### src/rtl/aes_const.sv
// -----------------------------------------------------------------------------
// aes_const
//   Shared AES constants, types and GF(2^8) helpers used by the (Inv)MixColumns
//   datapath.
//   Contents:
//     Nb            columns per AES state
//     state_t       full state as a byte array [0:4*Nb-1], column c = bytes 4c..4c+3
//     mc_state_t    control FSM encoding for the MixColumns engine
//     gf_xtime      multiply by x (i.e. by 2) modulo 0x11B
//     gf_mul_const  multiply by one of the MixColumns constants 2,3,9,b,d,e
// -----------------------------------------------------------------------------
package aes_const;

  localparam int Nb = 4;

  typedef logic [0:4*Nb-1][7:0] state_t;

  typedef enum logic [1:0] {
    MC_IDLE,
    MC_BUSY,
    MC_DONE
  } mc_state_t;

  function automatic logic [7:0] gf_xtime(input logic [7:0] b);
    return {b[6:0], 1'b0} ^ (b[7] ? 8'h1B : 8'h00);
  endfunction

  // Every constant is a sum of powers of x, so the product is an XOR of an
  // xtime chain. Unsupported constants fall back to multiplication by 1.
  function automatic logic [7:0] gf_mul_const(input logic [7:0] b, input logic [3:0] c);
    logic [7:0] x2, x4, x8;
    x2 = gf_xtime(b);
    x4 = gf_xtime(x2);
    x8 = gf_xtime(x4);
    case (c)
      4'h2:    return x2;
      4'h3:    return x2 ^ b;
      4'h9:    return x8 ^ b;
      4'hB:    return x8 ^ x2 ^ b;
      4'hD:    return x8 ^ x4 ^ b;
      4'hE:    return x8 ^ x4 ^ x2;
      default: return b;
    endcase
  endfunction

endpackage

### src/rtl/aes_mixcol_col.sv
// -----------------------------------------------------------------------------
// aes_mixcol_col
//   Combinational single-column (Inv)MixColumns transform.
//   Ports:
//     col_in   in   4 bytes, row 0 first
//     mode     in   0 = MixColumns, 1 = InvMixColumns
//     col_out  out  transformed column, same byte ordering
// -----------------------------------------------------------------------------
module aes_mixcol_col
  import aes_const::*;
(
  input  logic [0:3][7:0] col_in,
  input  logic            mode,
  output logic [0:3][7:0] col_out
);

  // Row r uses the row-0 coefficient vector rotated right by r, so byte
  // (r+k)%4 is multiplied by coefficient k.
  for (genvar r = 0; r < 4; r++) begin : g_row
    logic [7:0] fwd, inv;

    assign fwd = gf_mul_const(col_in[r],         4'h2) ^
                 gf_mul_const(col_in[(r+1) % 4], 4'h3) ^
                 col_in[(r+2) % 4] ^
                 col_in[(r+3) % 4];

    assign inv = gf_mul_const(col_in[r],         4'hE) ^
                 gf_mul_const(col_in[(r+1) % 4], 4'hB) ^
                 gf_mul_const(col_in[(r+2) % 4], 4'hD) ^
                 gf_mul_const(col_in[(r+3) % 4], 4'h9);

    assign col_out[r] = mode ? inv : fwd;
  end

endmodule

### src/rtl/aes_mixcol_engine.sv
// -----------------------------------------------------------------------------
// aes_mixcol_engine
//   Sequential (Inv)MixColumns engine: accepts a full state, transforms
//   COLS_PER_CYC columns per cycle in place, then presents the result.
//   Ports:
//     clock      in   rising-edge clock
//     reset      in   asynchronous, active-low reset
//     in_valid   in   input state offered
//     in_ready   out  engine idle and able to accept
//     in_mode    in   0 = MixColumns, 1 = InvMixColumns (sampled on accept)
//     in_state   in   byte array [0:4*NB-1], column c = bytes 4c..4c+3
//     out_valid  out  result available
//     out_ready  in   consumer takes the result
//     out_state  out  transformed state, same ordering; zero unless out_valid
//     busy       out  transaction in progress or waiting to be taken
// -----------------------------------------------------------------------------
module aes_mixcol_engine
  import aes_const::*;
#(
  parameter int NB           = Nb,
  parameter int COLS_PER_CYC = 1
) (
  input  logic                  clock,
  input  logic                  reset,
  input  logic                  in_valid,
  output logic                  in_ready,
  input  logic                  in_mode,
  input  logic [0:4*NB-1][7:0]  in_state,
  output logic                  out_valid,
  input  logic                  out_ready,
  output logic [0:4*NB-1][7:0]  out_state,
  output logic                  busy
);

  // One extra bit so the post-increment value NB is representable.
  localparam int                CNT_W    = $clog2(NB) + 1;
  localparam int                IDX_W    = (NB > 1) ? $clog2(NB) : 1;
  localparam logic [CNT_W-1:0]  LAST_CNT = CNT_W'(NB - COLS_PER_CYC);
  localparam logic [CNT_W-1:0]  CNT_STEP = CNT_W'(COLS_PER_CYC);

  if (!(COLS_PER_CYC == 1 || COLS_PER_CYC == 2 || COLS_PER_CYC == 4) ||
      (NB % COLS_PER_CYC) != 0) begin : g_param_check
    $fatal(1, "aes_mixcol_engine: COLS_PER_CYC=%0d illegal for NB=%0d", COLS_PER_CYC, NB);
  end

  mc_state_t                  state_q, state_d;
  logic [0:4*NB-1][7:0]       work_q, work_d;
  logic [CNT_W-1:0]           col_cnt;
  logic                       mode_q;

  logic [0:3][7:0]            cols    [NB];
  logic [IDX_W-1:0]           col_idx [COLS_PER_CYC];
  logic [0:3][7:0]            col_in  [COLS_PER_CYC];
  logic [0:3][7:0]            col_out [COLS_PER_CYC];

  // ---------------------------------------------------------------------------
  // Column datapath: gather the current group, transform, scatter back.
  // Groups are aligned to COLS_PER_CYC, so column c always goes through lane
  // c % COLS_PER_CYC and is rewritten when col_cnt equals its group base.
  // ---------------------------------------------------------------------------
  for (genvar c = 0; c < NB; c++) begin : g_view
    assign cols[c] = work_q[4*c +: 4];
  end

  for (genvar g = 0; g < COLS_PER_CYC; g++) begin : g_lane
    assign col_idx[g] = col_cnt[IDX_W-1:0] + IDX_W'(g);
    assign col_in[g]  = cols[col_idx[g]];

    aes_mixcol_col u_col (
      .col_in  (col_in[g]),
      .mode    (mode_q),
      .col_out (col_out[g])
    );
  end

  for (genvar c = 0; c < NB; c++) begin : g_wb
    localparam logic [CNT_W-1:0] GRP_BASE = CNT_W'((c / COLS_PER_CYC) * COLS_PER_CYC);
    assign work_d[4*c +: 4] = (col_cnt == GRP_BASE) ? col_out[c % COLS_PER_CYC] : cols[c];
  end

  // ---------------------------------------------------------------------------
  // FSM: state register
  // ---------------------------------------------------------------------------
  // NOTE: sequential state is always updated with <= so every flop samples the
  // pre-edge values; blocking = here would create order-dependent races.
  always_ff @(posedge clock or negedge reset) begin
    if (!reset) state_q <= MC_IDLE;
    else        state_q <= state_d;
  end

  // ---------------------------------------------------------------------------
  // FSM: next-state logic
  // ---------------------------------------------------------------------------
  // NOTE: the default assignment at the top of a combinational block covers
  // every path, so no latch is inferred for the cases that do not assign.
  always_comb begin
    state_d = state_q;
    case (state_q)
      MC_IDLE: if (in_valid)             state_d = MC_BUSY;
      MC_BUSY: if (col_cnt == LAST_CNT)  state_d = MC_DONE;
      MC_DONE: if (out_ready)            state_d = MC_IDLE;
      default:                           state_d = MC_IDLE;
    endcase
  end

  // ---------------------------------------------------------------------------
  // FSM: outputs (state-only, never combinational on in_valid/out_ready)
  // ---------------------------------------------------------------------------
  always_comb begin
    in_ready  = (state_q == MC_IDLE);
    out_valid = (state_q == MC_DONE);
    busy      = (state_q != MC_IDLE);
    out_state = (state_q == MC_DONE) ? work_q : '0;
  end

  // ---------------------------------------------------------------------------
  // Working register, column counter and captured mode
  // ---------------------------------------------------------------------------
  // NOTE: the working state is a plain register bank (not a RAM), so it is
  // cleared on reset; an aborted transaction leaves nothing behind.
  always_ff @(posedge clock or negedge reset) begin
    if (!reset) begin
      work_q  <= '0;
      col_cnt <= '0;
      mode_q  <= 1'b0;
    end else begin
      case (state_q)
        MC_IDLE: if (in_valid) begin
          work_q  <= in_state;
          mode_q  <= in_mode;
          col_cnt <= '0;
        end
        MC_BUSY: begin
          work_q  <= work_d;
          col_cnt <= col_cnt + CNT_STEP;
        end
        MC_DONE: if (out_ready) col_cnt <= '0;
        default: ;
      endcase
    end
  end

endmodule

### config.mk
export PLATFORM = sky130hd
export DESIGN_NAME = aes_mixcol_engine
export DESIGN_NICKNAME = d
export VERILOG_FILES = /design/src/rtl/aes_const.sv /design/src/rtl/aes_mixcol_col.sv /design/src/rtl/aes_mixcol_engine.sv
export SDC_FILE = /design/constraint.sdc
export NUM_CORES = 1
export LEC_CHECK = 0
export ABC_AREA = 1
export CAP_MARGIN = 20
export CORE_MARGIN = 2
export CORE_UTILIZATION = 54
export DETAILED_ROUTE_END_ITERATION = 8
export GPL_TIMING_DRIVEN = 0
export PLACE_DENSITY = 0.86
export SYNTH_ARGS = -nofsm -noshare
export SYNTH_HDL_FRONTEND = slang
export SYNTH_HIERARCHICAL = 1
export SYNTH_SLANG_ARGS = --single-unit
### constraint.sdc
create_clock -name clock -period 3.6 [get_ports clock]
set_clock_uncertainty 0.1 [all_clocks]
set_input_delay 0.36 -clock clock [delete_from_list [all_inputs] [get_ports clock]]
set_output_delay 0.36 -clock clock [all_outputs]
set_load 0.02 [all_outputs]
Yosys cells after proc, flatten, opt, wreduce, memory -nomap -nowiden
Index checks and enable logic that the tools add are counted.
{ "op_classes": {"n_addsub": 1, "order_cmp": 1, "n_eq_ne": 11, "n_mux": 33, "bitwise": 65, "reduce_logical": 12} }
{ "ops": {"columns": ["operator", "n"], "rows": [
  ["$xor 8x8->8", 64],
  ["$mux 128", 2],
  ["$pmux 128 s2", 1],
  ["$mux 32", 6],
  ["$bmux 32 s2", 1],
  ["$mux 5", 12],
  ["$mux 8", 4],
  ["$reduce_and 3->1", 6],
  ["$ne 2x2->1 const B", 5],
  ["$pmux 3 s3", 1],
  ["$eq 3x2->1 const B", 2],
  ["$mux 2", 3],
  ["$mux 3", 2],
  ["$pmux 2 s3", 1],
  ["$reduce_bool 2->1", 2],
  ["$add 3x1->3 const B", 1],
  ["$eq 3x1->1 const B", 1],
  ["$ge 3x3->1 const B", 1],
  ["$logic_not 3->1", 1],
  ["$not 2->3", 1],
  ["$reduce_bool 3->1", 1],
  ["$eq 2x1->1 const B", 1],
  ["$eq 2x2->1 const B", 1],
  ["$logic_not 2->1", 1],
  ["other kinds (2)", 2]
]} }
{ "word_totals": {"register_bits": 134, "output_inout_bits": 131, "wordCells": 142} }

Depth between registers and ports, before layout
{ "depth": {"ltp_word": 18, "depth_mapped": 24} }

By module
Netlist, hierarchy kept.
{ "modules_own_cells": {"columns": ["module", "n_inst", "cells_each", "area_each_um2", "seq_area_each_um2"], "rows": [
  ["aes_mixcol_engine", 1, 1366, 8694.6, 3353.2],
  ["aes_mixcol_col", 1, 983, 5262.5, 0.0]
]} }

Worst setup path before layout
OpenSTA, ideal clock, no wires.
{ "synth_path": {"path_type": "flip-flop to flip-flop", "from": "register col_cnt[1]", "to": "register work_q, in the netlist cols[124]", "setup_time_ns": 0.117, "arrival_ns": 2.519, "setup_slack_ns": 0.864, "stages_incl_launch_ff": 20, "path_buffers": 3, "synth_period_minus_slack_ns": 2.736, "path_cell_list": "dfrtp_1 > clkbuf_1 > buf_1 > a21oi_1 > o21ai_0 > nand2_1 > buf_6 > xnor2_2 > nand2_1 > nand2_2 > xor2_1 > nand2_1 > nand3_1 > nand3_1 > nand2_1 > inv_1 > nand3_1 > nand2_1 > nand2_1 > nand2_1"} }
{ "synth_lines": {"columns": ["element", "line", "text"], "rows": [
  ["start: declaration", "aes_mixcol_engine.sv:48", "logic [CNT_W-1:0] col_cnt;"],
  ["start signal: assignment", "aes_mixcol_engine.sv:135", "col_cnt <= col_cnt + CNT_STEP;"],
  ["end signal: assignment", "aes_mixcol_engine.sv:129", "work_q <= in_state;"],
  ["end signal: assignment", "aes_mixcol_engine.sv:134", "work_q <= work_d;"],
  ["end: declaration", "aes_mixcol_engine.sv:47", "logic [0:4*NB-1][7:0] work_q, work_d;"]
]} }

==> flow_summary.yaml <==
floorplan:
  dieHeight_um: 164.8
  num_rows: 58
  ios: 264
  initial_utilization_pct: 55.27
  die_area_um2: 27150
  die_width_um: 164.8
  core-area_um2: 25250
placed_design:
  buffer_ports.inserted: 263
  place.gp.congestion: 1.045
  place.detailed.instances: 2943
  post-dp-hpwl_um: 48710
synth:
  syn-num-nets: 2487
  synth-warning-count: 6
  syn-mean-instance-area_um2: 5.942
  yosys_register_bits: 134
  synth_cell_types: 37
  post_synth_inst_count: 2349
  synthesis.area_um2: 13960
  synth_sequential_area_ratio_pct: 24.03
clocking:
  cts.root.buffer_cell: "sky130_fd_sc_hd__clkbuf_16"
  cts_max_level: 4
  post-cts-setup-buffers: 0
  clk_path_buf_depth: 2
  cts_inserted_buffers: 17
  cts.reportedPaths.clkPinSlew_ns: 0.07
  clk_latency_ns: 0.44
  clkSinkCount: 134
  cts_tree: "done"
worst_setup_path:
  capturing_point_of_the_worst_reg2reg_path: "cols[88]$_DFFE_PN0P_"
  timing.critical_path.to: "cols[88]$_DFFE_PN0P_"
  end_kind: "flip-flop"
  critPathLaunch: "col_cnt[0]$_DFFE_PN0P_"
  crit_required_ns: 3.82
  reg2reg_setup_slack_ns: 0.08
  ff2ff_path_depth: 17
  setup.worst_path.class: "reg2reg"
  cp-start-kind: "flip-flop"
  worst-endpoint-arrival_ns: 3.74
  worstPathMaxFanout: 10
  timing.rr.start: "col_cnt[0]$_DFFE_PN0P_"
sta:
  slew_at_the_pin_closest_to_its_max_slew_limit_ns: 0.9538
  slew_headroom_pct: 36.41
  setup_tns_ns: 0
  min_tclk_post_route_ns: 3.521
  max_freq_mhz: 284.0
  timing_hold_violations_final: 0
  setup_viol: 0
  timing.hold.ws_ns: 0.2801
  slew_violations: 0
  min_period_over_period_pct: 97.80
global_route:
  first_global_vias: 16341
  grt_start_max_net_pins: 98
  grt-ovfl-total: 0
  grt_antenna_before_repair: 0
  grt_pass1_wl_um: 93010
  grt.total_usage_pct: 46.31
finish:
  antenna_diode_count: 0
  final_cell_count_no_fill: 2976
  area.growth.synth_to_final_pct: 29.15
  final.fill_count: 2120
  total_nets_final: 2771
  postLayoutCoreUtil_pct: 71.38
  post_route_cells_drive_above_1_share_pct: 10.20
worst_hold_path:
  hold_class: "in2async"
routing:
  drt-total-wl_um: 63890
  via_count: 17555
  drc_viols: 0
  drt_iter0_markers: 2612
  antenna_violating_nets_post_route: 0
  drt_first_pass_iters: 9
  viasPerCell: 5.899
  wl_per_cell_um: 21.47
run_status:
  status: "completed"
run:
  drv.max_cap_violation_count: 0
[layout by cell type (no fill, tap or decap), types with 32 or more instances in the layout]
cell type                         count
sky130_fd_sc_hd__nand2_1           1038
sky130_fd_sc_hd__clkdlybuf4s50_1    262
sky130_fd_sc_hd__nand3_1            234
sky130_fd_sc_hd__inv_1              205
sky130_fd_sc_hd__nor2_1             145
sky130_fd_sc_hd__dfrtp_1            132
sky130_fd_sc_hd__xor2_1             120
sky130_fd_sc_hd__xnor2_1             72
sky130_fd_sc_hd__nand2_2             46
sky130_fd_sc_hd__a21oi_1             41
sky130_fd_sc_hd__buf_2               39
sky130_fd_sc_hd__o21ai_0             38
sky130_fd_sc_hd__buf_6               32
sky130_fd_sc_hd__o211ai_1            32
[what timing repair did]
item	CTS	global route
hold buffers	1	0
pin swaps	0	4
hold endpoints to repair	37	0
gates resized for setup	32	93
setup endpoints to repair	128	115
[cells by family (layout without fill, tap and decap cells)]
group	after synthesis	after routing	share of synthesized area (%)
compound gates	128	128	5.227
xor+xnor	202	202	13.24
fa+ha+maj	5	5	0.4482
buf+inv	358	655	12.25
flops	134	134	24.03
mux	1	1	0.07172
simple gates	1521	1521	44.73
[per-layer routing]
| layer | vias to the layer above | wire length [um] | track usage (%) | share of wire [%] |
|---|---|---|---|---|
| met4 | 0 | 5408 | 31.98 | 8.5 |
| li1 | 7759 | - | - | - |
| met2 | 1475 | 28800 | 75.64 | 45 |
| met1 | 7936 | 21260 | 53.34 | 33 |
| met5 | - | 0 | 0 | 0 |
| met3 | 385 | 8427 | 11.70 | 13 |
[critical path, stage by stage, from the launching register on]
cell,delay [ns]
sky130_fd_sc_hd__dfrtp_2,0.45
sky130_fd_sc_hd__clkbuf_4,0.20
sky130_fd_sc_hd__buf_2,0.21
sky130_fd_sc_hd__o211ai_1,0.25
sky130_fd_sc_hd__nand2_1,0.11
sky130_fd_sc_hd__clkbuf_4,0.23
sky130_fd_sc_hd__inv_4,0.17
sky130_fd_sc_hd__nand2_1,0.11
sky130_fd_sc_hd__nand2_4,0.16
sky130_fd_sc_hd__xor2_1,0.19
sky130_fd_sc_hd__xor2_1,0.24
sky130_fd_sc_hd__a21oi_1,0.09
sky130_fd_sc_hd__o21ai_0,0.12
sky130_fd_sc_hd__o21ai_0,0.28
sky130_fd_sc_hd__nand3_1,0.28
sky130_fd_sc_hd__nand2_1,0.10
sky130_fd_sc_hd__nand2_1,0.07
sky130_fd_sc_hd__nand2_1,0.05
[flip-flops by register name, summed over array words and instances (netlist names)]
name,cells
col_cnt,3
state_q,2
mode_q,1
cols,128
[how the worst min path moves through the flow]
| stage | from | to | slack (ns) | cells past startpoint |
|---|---|---|---|---|
| after global placement | cols[80]$_DFFE_PN0P_ | cols[80]$_DFFE_PN0P_ | 0.39 | 2 |
| after detailed placement | reset | cols[62]$_DFFE_PN0P_ | 0.19 | 1 |
| final | reset | cols[62]$_DFFE_PN0P_ | 0.28 | 2 |
| after global routing | reset | cols[62]$_DFFE_PN0P_ | 0.31 | 2 |
| after floorplan | reset | col_cnt[0]$_DFFE_PN0P_ | -0.04 | 0 |
| after CTS | reset | cols[62]$_DFFE_PN0P_ | 0.30 | 2 |
[through the flow]
step | area (um2) | worst slack (ns)
3_3_place_gp | 17000 | -3.369
6_report | 18030 | 0.07912
5_1_grt | 18030 | -0.02588
2_1_floorplan | 13960 | 0.8638
3_5_place_dp | 17030 | -0.5283
4_1_cts | 17740 | 0.0008056
[area by class of cell]
cell class	count	area (um2)	area share (%)
Timing Repair Buffer	265	2671	14.82
Clock buffer	18	429.2	2.381
Tap cell	330	412.9	2.291
Inverter	227	875.8	4.859
Multi-Input combinational cell	1857	9169	50.86
Clock inverter	14	185.2	1.027
Buffer	131	927.1	5.143
Sequential cell	134	3356	18.62
[synth_stat cells]
| library cell | instances | area [um2] |
|---|---|---|
| sky130_fd_sc_hd__xor2_2 | 7 | 113.9 |
| sky130_fd_sc_hd__a21oi_1 | 41 | 205.2 |
| sky130_fd_sc_hd__xor2_4 | 1 | 27.53 |
| sky130_fd_sc_hd__o21a_1 | 1 | 7.510 |
| sky130_fd_sc_hd__xnor2_2 | 1 | 16.27 |
| sky130_fd_sc_hd__nand3_2 | 1 | 10.01 |
| sky130_fd_sc_hd__buf_12 | 1 | 20.02 |
| sky130_fd_sc_hd__ha_1 | 5 | 62.56 |
| sky130_fd_sc_hd__or2_2 | 8 | 50.05 |
| sky130_fd_sc_hd__clkbuf_1 | 24 | 90.09 |
| sky130_fd_sc_hd__o211ai_1 | 32 | 240.2 |
| sky130_fd_sc_hd__xor2_1 | 121 | 1060 |
| sky130_fd_sc_hd__buf_4 | 18 | 135.1 |
| sky130_fd_sc_hd__inv_1 | 207 | 777.0 |
| sky130_fd_sc_hd__nand2_1 | 1063 | 3990 |
| sky130_fd_sc_hd__o21ai_1 | 6 | 30.03 |
| sky130_fd_sc_hd__dfrtp_1 | 134 | 3353 |
| sky130_fd_sc_hd__nand3_1 | 251 | 1256 |
| sky130_fd_sc_hd__inv_4 | 3 | 18.77 |
| sky130_fd_sc_hd__a22oi_1 | 1 | 7.510 |
| sky130_fd_sc_hd__nor2_4 | 3 | 33.78 |
| sky130_fd_sc_hd__nand2_4 | 8 | 90.09 |
| sky130_fd_sc_hd__mux2i_1 | 1 | 10.01 |
| sky130_fd_sc_hd__buf_6 | 29 | 326.6 |
| sky130_fd_sc_hd__nor2_1 | 145 | 544.3 |
| sky130_fd_sc_hd__inv_2 | 17 | 63.81 |
| sky130_fd_sc_hd__nand3b_1 | 5 | 37.54 |
| sky130_fd_sc_hd__nand2_2 | 30 | 187.7 |
| sky130_fd_sc_hd__a21o_1 | 1 | 7.510 |
| sky130_fd_sc_hd__buf_2 | 46 | 230.2 |
| sky130_fd_sc_hd__o22ai_1 | 1 | 6.260 |
| sky130_fd_sc_hd__xnor2_1 | 72 | 630.6 |
| sky130_fd_sc_hd__o21ai_0 | 45 | 225.2 |
| sky130_fd_sc_hd__buf_1 | 13 | 48.80 |
| sky130_fd_sc_hd__or2_0 | 2 | 12.51 |
| sky130_fd_sc_hd__nand4_1 | 4 | 25.02 |
| sky130_fd_sc_hd__or2_1 | 1 | 6.260 |
Power is left out: the tool's default activity adds up to more than one toggle a clock period on the data nets, which glitch-free logic cannot reach.
==> patch, RTL diff (config.mk and constraints unchanged) <==
Set the package constant `Nb` to 8 (it was 4). Comments in the files are not updated.
--- a/src/rtl/aes_const.sv
+++ b/src/rtl/aes_const.sv
@@ -11,7 +11,7 @@
 // -----------------------------------------------------------------------------
 package aes_const;
 
-  localparam int Nb = 4;
+  localparam int Nb = 8;
 
   typedef logic [0:4*Nb-1][7:0] state_t;
 
Interface: changed (resized in_state and out_state); port bits go from 264 to 520. No check against the original RTL was run, so the function may have changed too.
==> patch against the original RTL <==
The flow now finishes with violations (DRC, setup timing); cell area is 72% higher; sequential cell count is 129 higher; setup slack worse by 130 ps; area after synthesis is 61% higher; wire length is 85% higher; first-iteration DRC count is 78% higher.
Power is not shown: default switching activity piles up to over one toggle a cycle in this logic, so the estimate is an artifact.
==> patch: results (changes against the original RTL) <==
- Run status: finished, violations left (was finished, final reports clean).
- Violations in the final reports: DRC, setup timing
- Met3 usage: 17.53% (was 11.70%)
- The number of nets produced by synthesis was 4,135 (was 2,487).
- Buffers excl. clock: 794 (was 396)
* Multi-input gate count: 3,026 (was 1,857)
* Clkbuf count: 41 (was 18)
- The post-layout net count is 4,737 (was 2,771).
* Final Wtd Congestion: 1.126 (was 1.045)
* # DRC: 2 (was 0)
- Crit path largest cell delay: 670 ps (was 450 ps)
- Pin count of the biggest net entering global routing: 115 (was 98)
- Cell types occupying the most area after synthesis: sky130_fd_sc_hd__nand2_1 (33%), sky130_fd_sc_hd__dfrtp_1 (29%), sky130_fd_sc_hd__nand3_1 (11%), sky130_fd_sc_hd__inv_1 (5.6%), sky130_fd_sc_hd__xor2_1 (4.7%) (was sky130_fd_sc_hd__nand2_1 (29%), sky130_fd_sc_hd__dfrtp_1 (24%), sky130_fd_sc_hd__nand3_1 (9.0%), sky130_fd_sc_hd__xor2_1 (7.6%), sky130_fd_sc_hd__inv_1 (5.6%)).
* Most frequent cells after synthesis: sky130_fd_sc_hd__nand2_1 (1,963), sky130_fd_sc_hd__nand3_1 (487), sky130_fd_sc_hd__inv_1 (336), sky130_fd_sc_hd__nor2_1 (275), sky130_fd_sc_hd__dfrtp_1 (263) (was sky130_fd_sc_hd__nand2_1 (1,063), sky130_fd_sc_hd__nand3_1 (251), sky130_fd_sc_hd__inv_1 (207), sky130_fd_sc_hd__nor2_1 (145), sky130_fd_sc_hd__dfrtp_1 (134))
- The number of levels the H-tree was split into was 1 (was 4).
- Final worst slack: -48.91 ps (was 79.12 ps)
- Clock latency on the worst-skew pair: 610 ps (was 440 ps)
* Final-report setup violation count: 19 (was 0)
* Data arrival time of the critical path: 3190 ps (was 3740 ps)
- DP Worst Slack: -1575 ps (was -528.3 ps)
* Flip-flop count of the largest register, all copies and words added: 256 (was 128)
- The all-layer global routing usage was 52.24% (was 46.31%).
* CTS buffer count: 31 (was 17)
- Clock buffer and inverter area fraction after layout: 3.161% (was 3.408%)
- The first-pass GRT wire length came to 168,400 um (was 93,010 um).
- The global-route track usage on met1 came to 61.99% (was 53.34%).
- The global-route track usage on met2 is 77.38% (was 75.64%).
## patch: cell count changes in the layout (fill, tap and decap cells not counted), sizes merged, moves of 2 or more
cell	before	now
o211ai	32	0
clkinvlp	4	6
nand3	252	488
inv	233	355
o21ai	51	24
clkdlybuf4s50	262	518
nor2	148	277
a21oi	41	9
bufinv	3	1
dfrtp	134	263
nand2	1101	1997
buf	104	210
clkinv	1	11
clkbuf	47	106
## patch: path summary, 6_finish.rpt
path / startpoint / endpoint / cells past startpoint
worst max-delay path: state_q[1] / out_state[204] / 7
worst min-delay path: reset / cols[6] / 2
worst max register to register: col_cnt[2] / cols[36] / 23
worst min register to register: cols[133] / cols[133] / 2
max in group asynchronous: reset / col_cnt[0] / 3
min in group clock: in_state[64] / cols[64] / 5
## patch: cells by family (layout without fill, tap and decap cells)
group	after synthesis	after routing
buffers and inverters	581	1208
other	0	1
flip-flops	263	263
adder cells (fa/ha/maj)	4	4
XOR/XNOR	202	202
AND/OR/NAND/NOR	2782	2782
AO/OA/AOI/OAI	37	37
multiplexers	1	1
## patch: timing repair
item	in CTS	in global routing
hold buffers	1	0
setup endpoints to repair	317	281
hold endpoints to repair	52	0
gates resized for setup	155	254
gates cloned	0	1
pin swaps	3	34
buffers inserted	6	42
## patch: per-stage QoR
stage / std cells / setup TNS [ps] / hold slack, ps / cell area (um^2)
after floorplan: 3870 / 0 / -35.59 / 22420
after global placement: 4921 / -2713860 / 387.8 / 28280
after detailed placement: 4923 / -274590 / 214.4 / 28340
after CTS: 4986 / -1128 / 188.5 / 29900
after global routing: 5029 / -4105 / 228.2 / 31070
final: 5030 / -341.3 / 157.6 / 31070
## patch: per-layer routing
layer | up-vias | routed length, um
met4 | 4 | 12470
li1 | 12868 | -
met5 | - | 27
met2 | 2753 | 48030
met3 | 761 | 18440
met1 | 13329 | 39190
